<file path="src/rtl/dunc16_sequencer.sv">
// Control sequencer for the dunc16 accumulator CPU: T0..T3 phase ring, FETCH/EXECUTE/HALT state
// and per-phase datapath strobes. Define DUNC16_STEP_EN to add the STEP single-step input.
module dunc16_sequencer (
    input  logic       CLK,
    input  logic       RESET,
`ifdef DUNC16_STEP_EN
    input  logic       STEP,
`endif
    input  logic [3:0] IR_OP,
    output logic       T0,
    output logic       T1,
    output logic       T2,
    output logic       T3,
    output logic       FETCH,
    output logic       EXECUTE,
    output logic       HALTED,
    output logic       MA_LD_PC,
    output logic       MA_LD_IR,
    output logic       MEM_RD,
    output logic       IR_LD,
    output logic       PC_INC,
    output logic       PC_LD,
    output logic       AC_LD,
    output logic       AC_ADD,
    output logic       AC_AND,
    output logic       I_STA,
    output logic       SETWRITE,
    output logic       CLRWRITE,
    output logic       WRITE
);

    localparam logic [3:0] OP_LDA = 4'h0;
    localparam logic [3:0] OP_STA = 4'h1;
    localparam logic [3:0] OP_ADD = 4'h2;
    localparam logic [3:0] OP_AND = 4'h3;
    localparam logic [3:0] OP_JMP = 4'h4;
    localparam logic [3:0] OP_HLT = 4'hF;

`ifdef DUNC16_STEP_EN
    localparam bit StepEn = 1'b1;
`else
    localparam bit StepEn = 1'b0;
`endif

    typedef enum logic [3:0] {
        PhT0 = 4'b0001,
        PhT1 = 4'b0010,
        PhT2 = 4'b0100,
        PhT3 = 4'b1000
    } phase_e;

    // Encoded so that bit0 = FETCH, bit1 = EXECUTE, bit2 = HALTED; halt keeps FETCH high.
    typedef enum logic [2:0] {
        StFetch = 3'b001,
        StExec  = 3'b010,
        StHalt  = 3'b101
    } major_e;

    phase_e ring_q, ring_d;
    major_e major_q, major_d;
    logic   hold_q, hold_d;
    logic   write_q, write_d;
    logic   step_rise;
    logic   active;

`ifdef DUNC16_STEP_EN
    logic [1:0] step_sync_q;
    logic       step_prev_q;

    always_ff @(posedge CLK or posedge RESET) begin
        if (RESET) begin
            step_sync_q <= 2'b00;
            step_prev_q <= 1'b0;
        end else begin
            step_sync_q <= {step_sync_q[0], STEP};
            step_prev_q <= step_sync_q[1];
        end
    end

    assign step_rise = step_sync_q[1] & ~step_prev_q;
`else
    assign step_rise = 1'b0;
`endif

    always_ff @(posedge CLK or posedge RESET) begin
        if (RESET) begin
            ring_q  <= PhT0;
            major_q <= StFetch;
            hold_q  <= 1'b0;
            write_q <= 1'b0;
        end else begin
            ring_q  <= ring_d;
            major_q <= major_d;
            hold_q  <= hold_d;
            write_q <= write_d;
        end
    end

    always_comb begin
        ring_d  = ring_q;
        major_d = major_q;
        hold_d  = hold_q;
        if (major_q == StHalt) begin
            ring_d = PhT0;
        end else if (hold_q) begin
            if (step_rise) hold_d = 1'b0;
        end else begin
            case (ring_q)
                PhT0:    ring_d = PhT1;
                PhT1:    ring_d = PhT2;
                PhT2:    ring_d = PhT3;
                default: ring_d = PhT0;
            endcase
            if (ring_q == PhT3) begin
                if (major_q == StFetch) begin
                    case (IR_OP)
                        OP_JMP:  hold_d = StepEn;
                        OP_HLT:  major_d = StHalt;
                        default: major_d = StExec;
                    endcase
                end else begin
                    major_d = StFetch;
                    hold_d  = StepEn;
                end
            end
        end
    end

    // Strobes are forced low while RESET is asserted even though state already reads as fetch T0.
    assign active = ~RESET & (major_q != StHalt) & ~hold_q;

    always_comb begin
        MA_LD_PC = 1'b0;
        MA_LD_IR = 1'b0;
        MEM_RD   = 1'b0;
        IR_LD    = 1'b0;
        PC_INC   = 1'b0;
        PC_LD    = 1'b0;
        AC_LD    = 1'b0;
        AC_ADD   = 1'b0;
        AC_AND   = 1'b0;
        SETWRITE = 1'b0;
        CLRWRITE = 1'b0;
        if (active) begin
            if (major_q == StFetch) begin
                case (ring_q)
                    PhT0: MA_LD_PC = 1'b1;
                    PhT1: MEM_RD = 1'b1;
                    PhT2: begin
                        IR_LD  = 1'b1;
                        PC_INC = 1'b1;
                    end
                    default: PC_LD = (IR_OP == OP_JMP);
                endcase
            end else begin
                case (ring_q)
                    PhT0: MA_LD_IR = 1'b1;
                    PhT1: begin
                        SETWRITE = (IR_OP == OP_STA);
                        MEM_RD   = (IR_OP == OP_LDA) || (IR_OP == OP_ADD) || (IR_OP == OP_AND);
                    end
                    PhT2: begin
                        CLRWRITE = (IR_OP == OP_STA);
                        AC_LD    = (IR_OP == OP_LDA);
                        AC_ADD   = (IR_OP == OP_ADD);
                        AC_AND   = (IR_OP == OP_AND);
                    end
                    default: ;
                endcase
            end
        end
    end

    always_comb begin
        write_d = write_q;
        if (SETWRITE) write_d = 1'b1;
        else if (CLRWRITE) write_d = 1'b0;
    end

    assign I_STA   = (IR_OP == OP_STA);
    assign T0      = ring_q[0];
    assign T1      = ring_q[1];
    assign T2      = ring_q[2];
    assign T3      = ring_q[3];
    assign FETCH   = major_q[0];
    assign EXECUTE = major_q[1];
    assign HALTED  = major_q[2];
    assign WRITE   = write_q;

endmodule

</file>
<file path="config.mk">
export PLATFORM = sky130hd
export DESIGN_NAME = dunc16_sequencer
export DESIGN_NICKNAME = d
export VERILOG_FILES = /design/src/rtl/dunc16_sequencer.sv
export SDC_FILE = /design/constraint.sdc
export NUM_CORES = 1
export LEC_CHECK = 0
export BUFFER_PORTS_ARGS = -buffer_cell sky130_fd_sc_hd__buf_2
export CAP_MARGIN = 5
export CORE_AREA = 2 2 39 41
export CTS_BUF_LIST = sky130_fd_sc_hd__clkbuf_2
export CTS_CLUSTER_DIAMETER = 50
export DETAILED_ROUTE_END_ITERATION = 10
export DIE_AREA = 0 0 41 43
export PLACE_DENSITY = 0.68
export SYNTH_ARGS = -nofsm -noshare
export SYNTH_HDL_FRONTEND = slang
export SYNTH_SLANG_ARGS = --single-unit
</file>
<file path="constraint.sdc">
create_clock -name CLK -period 2.6 [get_ports CLK]
set_input_delay 0 -clock CLK [delete_from_list [all_inputs] [get_ports CLK]]
set_output_delay 0 -clock CLK [all_outputs]
set_load 0.005 [all_outputs]
</file>
# Word level (Yosys, flattened, before mapping)
# Cells that the tools add are included.
[op_classes]
bitwise_logic = 5
reduce_logical = 6
eq_ne = 14
mux = 38
[op_table]
columns = ["cell", "count"]
rows = [
  ["$mux 1", 33],
  ["$eq 4x2->1 const B", 3],
  ["$pmux 4 s3", 1],
  ["$eq 4x1->1 const B", 2],
  ["$eq 4x3->1 const B", 2],
  ["$eq 4x4->1 const B", 2],
  ["$mux 4", 2],
  ["$pmux 3 s2", 1],
  ["$logic_not 4->1", 1],
  ["$reduce_and 4->1", 1],
  ["$eq 3x1->1 const B", 1],
  ["$eq 3x3->1 const B", 1],
  ["$mux 3", 1],
  ["$ne 3x3->1 const B", 1],
  ["$not 1->1", 3],
  ["$reduce_or 3->1", 1],
  ["$and 1x1->1", 2],
  ["$logic_or 1x1->1", 2],
  ["$ne 2x1->1 const B", 1],
  ["$ne 2x2->1 const B", 1],
  ["$reduce_bool 2->1", 1],
]
[word_totals]
ff_bits = 9
output_inout_bits = 20
elab_cells = 67

# Depth between registers and ports, before layout
# Gate-level depths: netlist of run 1.
[logic_depth]
ltp_word = 6
mapped_depth = 5

# Worst setup path after synthesis of run 1
# OpenSTA, ideal clock, no wires.
[synth_path]
path_type = "register to register"
start = "register ring_q[1]"
end = "register major_q[2]"
setup_ns = 0.079
stages_incl_launch_ff = 4
required_time_ns = 2.521
arrival_time_ns = 1.310
synth_period_minus_slack_ns = 1.389
path_slack_ns = 1.211
n_path_buf = 0
cell_sequence = "dfrtp_1 > or4b_4 > nor3_1 > a2bb2oi_1"
[synth_between]
elab_chain_len = 2
[synth_rtl]
columns = ["item", "line", "source"]
rows = [
  ["start, declared", "59", "phase_e ring_q, ring_d;"],
  ["start signal, assigned", "87", "ring_q <= PhT0;"],
  ["start signal, assigned", "92", "ring_q <= ring_d;"],
  ["$eq 4x4->1", "114", "if (ring_q == PhT3) begin"],
  ["$reduce_and 4->1 (no source line)", "-", ""],
  ["end signal, assigned", "88", "major_q <= StFetch;"],
  ["end signal, assigned", "93", "major_q <= major_d;"],
  ["end, declared", "60", "major_e major_q, major_d;"],
]
# Every way passes these cells.
# A chain may end at the register's enable or synchronous reset.

# Final worst setup path of run 1
[layout_path]
start = "register ring_q[0]"
end = "output MA_LD_IR"
[layout_between]
elab_chain_len = 4
[layout_rtl]
columns = ["item", "line", "source"]
rows = [
  ["$eq 4x1->1", "156", "case (ring_q)"],
  ["$mux 1", "156", ""],
  ["$mux 1", "145", "if (major_q == StFetch) begin"],
  ["$mux 1", "144", "if (active) begin"],
  ["end, declared", "18", "output logic MA_LD_IR,"],
]
# Every way passes these cells.

==> results of run 1 <==
## final cells by class
| cell class | instances | area share, % |
|---|---|---|
| multi-input combinational | 48 | 43.0 |
| sequential | 8 | 30.7 |
| tap | 16 | 3.03 |
| inverter | 1 | 0.568 |
| clock buffer | 3 | 2.27 |
| timing repair buffer | 26 | 20.5 |
## power groups by stage
stage          Clock [uW]  Combinational (uW)  Sequential [uW]
5_1_grt              83.4                 284              250
3_5_place_dp            0                 251              246
6_report             73.8                 255              244
2_1_floorplan           0                 154              239
4_1_cts              77.2                 255              243
3_3_place_gp            0                 248              243
## state kept, by name, indices dropped and copies added, names as in the netlist
register	flops
ring_q	4
major_q	3
WRITE	1
## worst paths after layout
check	depth (start not counted)	slack (ns)	to
worst max register to register	3	1.12	major_q[2]
worst max-delay path	3	0.84	MA_LD_IR
max in group asynchronous	3	1.97	ring_q[0]
worst min-delay path	4	0.20	major_q[2]
worst min register to register	2	0.52	WRITE
min in group asynchronous	3	0.31	WRITE
## stage by stage
step                utilization, %  power [uW]  worst slack (ns)
finish                        47.7         573             0.836
global route                  47.7         618             0.776
CTS                           47.7         575             0.829
detailed placement            45.9         497              1.10
global placement              45.9         491              1.10
floorplan                        -         393              1.21
## placed cells by master (no fill, tap or decap)
cell type,Yosys,layout
buf_2,0,25
nor2_1,8,8
dfrtp_1,6,6
nand2_1,6,6
nor3_1,5,5
nor4b_1,3,3
nand2b_1,3,3
o21ai_0,3,3
a21oi_1,3,3
nor3b_1,3,3
clkbuf_2,0,3
nand4_1,2,2
nand3b_1,2,2
dfstp_2,2,2
or4b_4,1,1
nand3_1,1,1
o21a_1,1,1
nor2b_1,1,1
xor2_1,1,1
or4b_2,1,1
inv_1,1,1
and3_1,1,1
and3b_1,1,1
a31oi_1,1,1
a2bb2oi_1,1,1
dlygate4sd3_1,0,1
## kinds of logic (layout without fill, tap and decap cells)
family / after synthesis / count (layout)
AO/OA/AOI/OAI: 9 / 9
flip-flops: 8 / 8
XOR/XNOR: 1 / 1
buffers and inverters: 2 / 30
AND/OR/NAND/NOR: 38 / 38
## timing repair
| item | in CTS | in global routing |
|---|---|---|
| hold buffers | 1 | 0 |
| hold endpoints to repair | 6 | 0 |
| buffers inserted | 0 | 0 |
| gates resized for setup | 0 | 0 |
## metal layers
layer | vias up | wire, um | global-route usage [%]
met5 | - | 0 | 0
li1 | 269 | - | -
met1 | 262 | 581 | 22.9
met3 | 0 | 56 | 3.14
met2 | 14 | 604 | 22.2
met4 | 0 | 0 | 8.00
## critical path: cells and delay by family (launching register included)
kind	cells	cell delay, ns
flops	1	0.61
buf+inv	1	0.14
simple gates	2	0.79
==> impl_results.md, run 1 <==
- Arrival @ worst endpoint: 1.76 ns
- Number of synthesized register bits: 8
- Design area: 661 um2
- Dominant cells by area after synthesis: dfrtp_1 30%, dfstp_2 11%, nor2_1 6.0%, nor4b_1 5.3%, nor3_1 5.0%
- Post-synth ARST share: 100%
- Final wirelength: 1240 um
- Via/cell ratio: 5.34
- Sequential power share: 42.7%
- Leak: 0.000346 uW
- Area of the multi-input gates: 284 um2
- Drt drc: 0
- Drt first pass iters: 3
- Skew final: 0.00178 ns
- Hold wc startpoint: IR_OP[1]
- Site Rows: 14
- Internal power: 326 uW
- Largest family of logic cells by synthesized area: simple AND/OR/NAND/NOR gates
- Total track usage: 16.0%
- Tcrit/Tclk final: 67.8%
- Max Slew Vio Count: 0
- Synthesized Nets: 64
- Hpwl dp: 978 um
- Worst Path Max Fanout: 8
- Max stage delay cell, worst path: or4b_2
- Main flop type after synthesis: dfrtp_1
- VDD IR max: 0.000451 V
- Synth top area share: 30.2%
- Htree depth: 1
- Routability cong.: 0.716
- Detailed Route Iter0 Violations: 13
- Clock network power share: 12.9%
- Clock Latency Late Sink: 0.23 ns
- Die Area: 1760 um2
- First-pass GRT wire length: 1930 um
- Final Hold Viols: 0
- Max stage delay on crit path: 0.64 ns
- Crit Path Category: reg -> out
- Total CTS buffers: 3
- Nets: 94
- Vias: 545
- Hold WC Path Type: in -> reg
- Starting Density: 36.0%
- Crit path from: ring_q[0]
- Placed cell count: 98
- Setup violators final: 0
- Post-synthesis mux area share: 0%
- Worst R2R Start: ring_q[1]
- Cell Count, Final, Fillers Out: 102
- Synth Warn #: 0
- Die Ht: 43 um
- Syn_area_per_cell: 8.59 um2
- Post-synthesis adder-cell area fraction: 0%
- CP Capture Type: output pin
- Reg area: 203 um2
- Dpl cell area: 636 um2
- Initial antenna violation count: 0
- Status: complete, no violations
- Comb pwr share: 44.5%
- Psw: 247 uW
- Post-Synth XOR/XNOR Area: 1.76%
- Largest net degree at the start of global routing: 12
- Root Buffer: clkbuf_2
- RSZ-0062 raised after global routing: no
- Fill cell count: 146
- Routed wire length per instance: 12.2 um
- Worst endpoint required time: 2.60 ns
- Core area: 1380 um2
- # clock sinks: 8
- Cell area after synthesis: 498 um2
- Diodes inserted: 0
- Area Overhead vs Synth: 32.7%
- Cell taking the most area after synthesis: dfrtp_1
- Synth Area in Compound Gates: 10.6%
- Worst slew pin tran: 0.523 ns
- Number of flops mapped to enable cells by yosys: 0
- Antenna-violating nets left: 0
- Post-synthesis simple-gate area fraction: 44.7%
- IO buf count: 25
- Clk buf depth: 2
- Vias in the first global route: 433
- Fmax: 0.567 GHz
- Sw Ratio: 43.1%
- Rel. slew slack: 64.6%
- Critical-path cell list: or4b_2 -> nor3_1 -> buf_2
- Netlist cell types: 24
- P per Cell Area: 867 nW/um2
- Share of cells above drive strength 1: 37.2%
- Post-layout minimum cycle time: 1.76 ns
- Sequential share of the synthesized area: 40.7%
- Setup TNS: 0 ns
- Total gr overflow: 0
- Worst hold slack: 0.205 ns
- Top cells by count, synth: 8 x nor2_1, 6 x dfrtp_1, 6 x nand2_1
- Die width: 41 um
- Worst setup SP type: flop
- Syn Inst Count: 58
- CTS tree: built
- Most frequent cell after synthesis: nor2_1
- Max_cap viols: 0
- I/O Pins: 26
- Clock-pin slew on the worst setup and hold paths: 0.08 ns
Power figures use the tool's default switching activity.
==> run 2, diff against run 1 <==
--- a/config.mk
+++ b/config.mk
@@ -12,7 +12,7 @@
 export CTS_CLUSTER_DIAMETER = 50
 export DETAILED_ROUTE_END_ITERATION = 10
 export DIE_AREA = 0 0 41 43
-export PLACE_DENSITY = 0.68
+export PLACE_DENSITY = 0.71
 export SYNTH_ARGS = -nofsm -noshare
 export SYNTH_HDL_FRONTEND = slang
 export SYNTH_SLANG_ARGS = --single-unit
==> constraint.sdc (replaced) <==
create_clock -name CLK -period 1.5 [get_ports CLK]
set_input_delay 0 -clock CLK [delete_from_list [all_inputs] [get_ports CLK]]
set_output_delay 0 -clock CLK [all_outputs]
set_load 0.005 [all_outputs]
==> run 2 against run 1 <==
  * The run now ends with setup timing left
  * Critical path type is now reg -> reg
  * Largest cell class unchanged
  * Clock skew rose by 0.0042 ns
  * Routed wire length rose by 31%
  * Hold slack improved by 0.029 ns
==> impl_results.md, run 2 (synthesis results as in run 1) <==
- Reg2reg end: major_q[0]
- Psw: 573 uW
- Total gr overflow: 0
- Site Rows: 14
- Worst slew pin tran: 0.948 ns
- RSZ-0062 raised after global routing: yes
- Routability cong.: 0.749
- Arrival @ worst endpoint: 1.72 ns
- CP Capture Type: flop
- Setup violators final: 6
- Area Overhead vs Synth: 73.4%
- Crit path from: ring_q[1]
- Commonest cells after routing, fill and taps aside: 25 x buf_2, 9 x buf_4, 5 x nand2_1
- Vias: 603
- Via/cell ratio: 5.24
- CTS tree: built
- P per Cell Area: 1600 nW/um2
- Post-layout minimum cycle time: 1.56 ns
- # clock sinks: 8
- Starting Density: 36.0%
- Status: finished with violations
- Die Ht: 43 um
- Worst R2R Start: ring_q[1]
- Clock Latency Late Sink: 0.23 ns
- Htree depth: 1
- Clk buf depth: 2
- Hpwl dp: 1050 um
- Leak: 0.000426 uW
- WHS Endpoint: major_q[2]
- Worst hold slack: 0.234 ns
- Hold WC Path Type: in -> reg
- Total track usage: 18.9%
- Skew final: 0.00601 ns
- Comb pwr share: 60.6%
- Clock network power share: 8.9%
- Internal power: 811 uW
- Worst setup margin: -0.0554 ns
- Worst endpoint required time: 1.67 ns
- Drt drc: 0
- Nets: 107
- Max reg flops: 4
- R2R Setup Slk: -0.06 ns
- IO buf count: 25
- Tcrit/Tclk final: 104%
- Vias in the first global route: 527
- Largest net degree at the start of global routing: 10
- Core area: 1380 um2
- Rel. slew slack: 35.9%
- Most common cell after layout, fill and taps aside: buf_2
- Final Hold Viols: 0
- Initial antenna violation count: 0
- Detailed Route Iter0 Violations: 17
- Clock-pin slew on the worst setup and hold paths: 0.08 ns
- Crit Path Category: reg -> reg
- Die Area: 1760 um2
- Sequential power share: 30.6%
- Sw Ratio: 41.4%
- Final wirelength: 1630 um
- Hold Crit Depth: 4
- Failing checks: setup timing
- Die width: 41 um
- Dpl ws: 0.0209 ns
- Drt first pass iters: 4
- Share of cells above drive strength 1: 62.6%
- Total CTS buffers: 3
- Largest Register: ring_q
- Root Buffer: clkbuf_2
- Hold wc startpoint: IR_OP[2]
- Max Slew Vio Count: 0
- Worst Path Max Fanout: 4
- First-pass GRT wire length: 2270 um
- Fmax: 0.643 GHz
- Worst setup SP type: flop
- Diodes inserted: 0
- I/O Pins: 26
- Antenna-violating nets left: 0
- VDD IR max: 0.000726 V
- Max_cap viols: 0
- Routed wire length per instance: 14.2 um
- Cell depth of the worst flop-to-flop path: 5
run 2: changes by cell type in the layout (fill, tap and decap cells not counted), moves of 2 or more:
cell / before / now
buf_4: 0 / 9
nor2_1: 8 / 3
buf_6: 0 / 4
dfrtp_1: 6 / 3
dfrtp_2: 0 / 3
nor2_4: 0 / 3
nor3_1: 5 / 2
nor3_2: 0 / 3
nor2_2: 0 / 2
nor3b_1: 3 / 1
nor3b_2: 0 / 2
o21ai_0: 3 / 1
o21ai_1: 0 / 2
run 2: layer usage:
| metal | up-vias | wire [um] | track usage [%] |
|---|---|---|---|
| met5 | - | 0 | 0 |
| met4 | 0 | 0 | 8.00 |
| met3 | 0 | 88 | 4.19 |
| met2 | 24 | 829 | 28.1 |
| met1 | 282 | 710 | 25.5 |
| li1 | 297 | - | - |
run 2: worst max-delay path by stage:
stage / cells after the start / slack (ns) / to
2_1_floorplan: 3 / 0.11 / major_q[2]
3_3_place_gp: 3 / 0.009 / MA_LD_IR
3_5_place_dp: 3 / 0.02 / MA_LD_IR
4_1_cts: 4 / -0.06 / major_q[2]
5_1_grt: 4 / -0.14 / AC_ADD
6_report: 5 / -0.06 / major_q[0]
run 2: timing repair:
item	CTS	global route
pin swaps	10	10
resized for setup	15	13
setup buffers	8	3
hold buffers	1	0
endpoints found under the hold margin	7	0
endpoints found under the setup margin	7	13
run 2: per-stage QoR:
stage	power (uW)	TNS, ns	area (um2)	util, %	cells
final	1380	-0.136	863	62.4	115
after global routing	1490	-0.874	863	62.4	115
after CTS	1290	-0.0923	796	57.5	112
after detailed placement	888	0	658	47.6	101
after global placement	884	0	658	47.6	101
after floorplan	680	0	498	-	58
run 2: worst max-delay path, stage by stage (launching register included):
cell and delay (ns):
dfrtp_2 0.45, buf_4 0.15, or4b_4 0.57, nor2_4 0.11, nand3_2 0.09, o21a_1 0.12
run 2: final cells by class:
class	count	area, um2
Timing Repair Buffer	39	248
Fill cell	121	520
Tap cell	16	20.0
Inverter	1	3.75
Sequential cell	8	206
Multi-Input combinational cell	48	370
Clock buffer	3	15.0
run 2: power groups by stage:
stage | clock (uW) | combinational [uW] | sequential, uW
floorplan | 0 | 266 | 414
global placement | 0 | 469 | 415
detailed placement | 0 | 468 | 420
CTS | 130 | 750 | 412
global route | 143 | 908 | 437
finish | 123 | 838 | 423
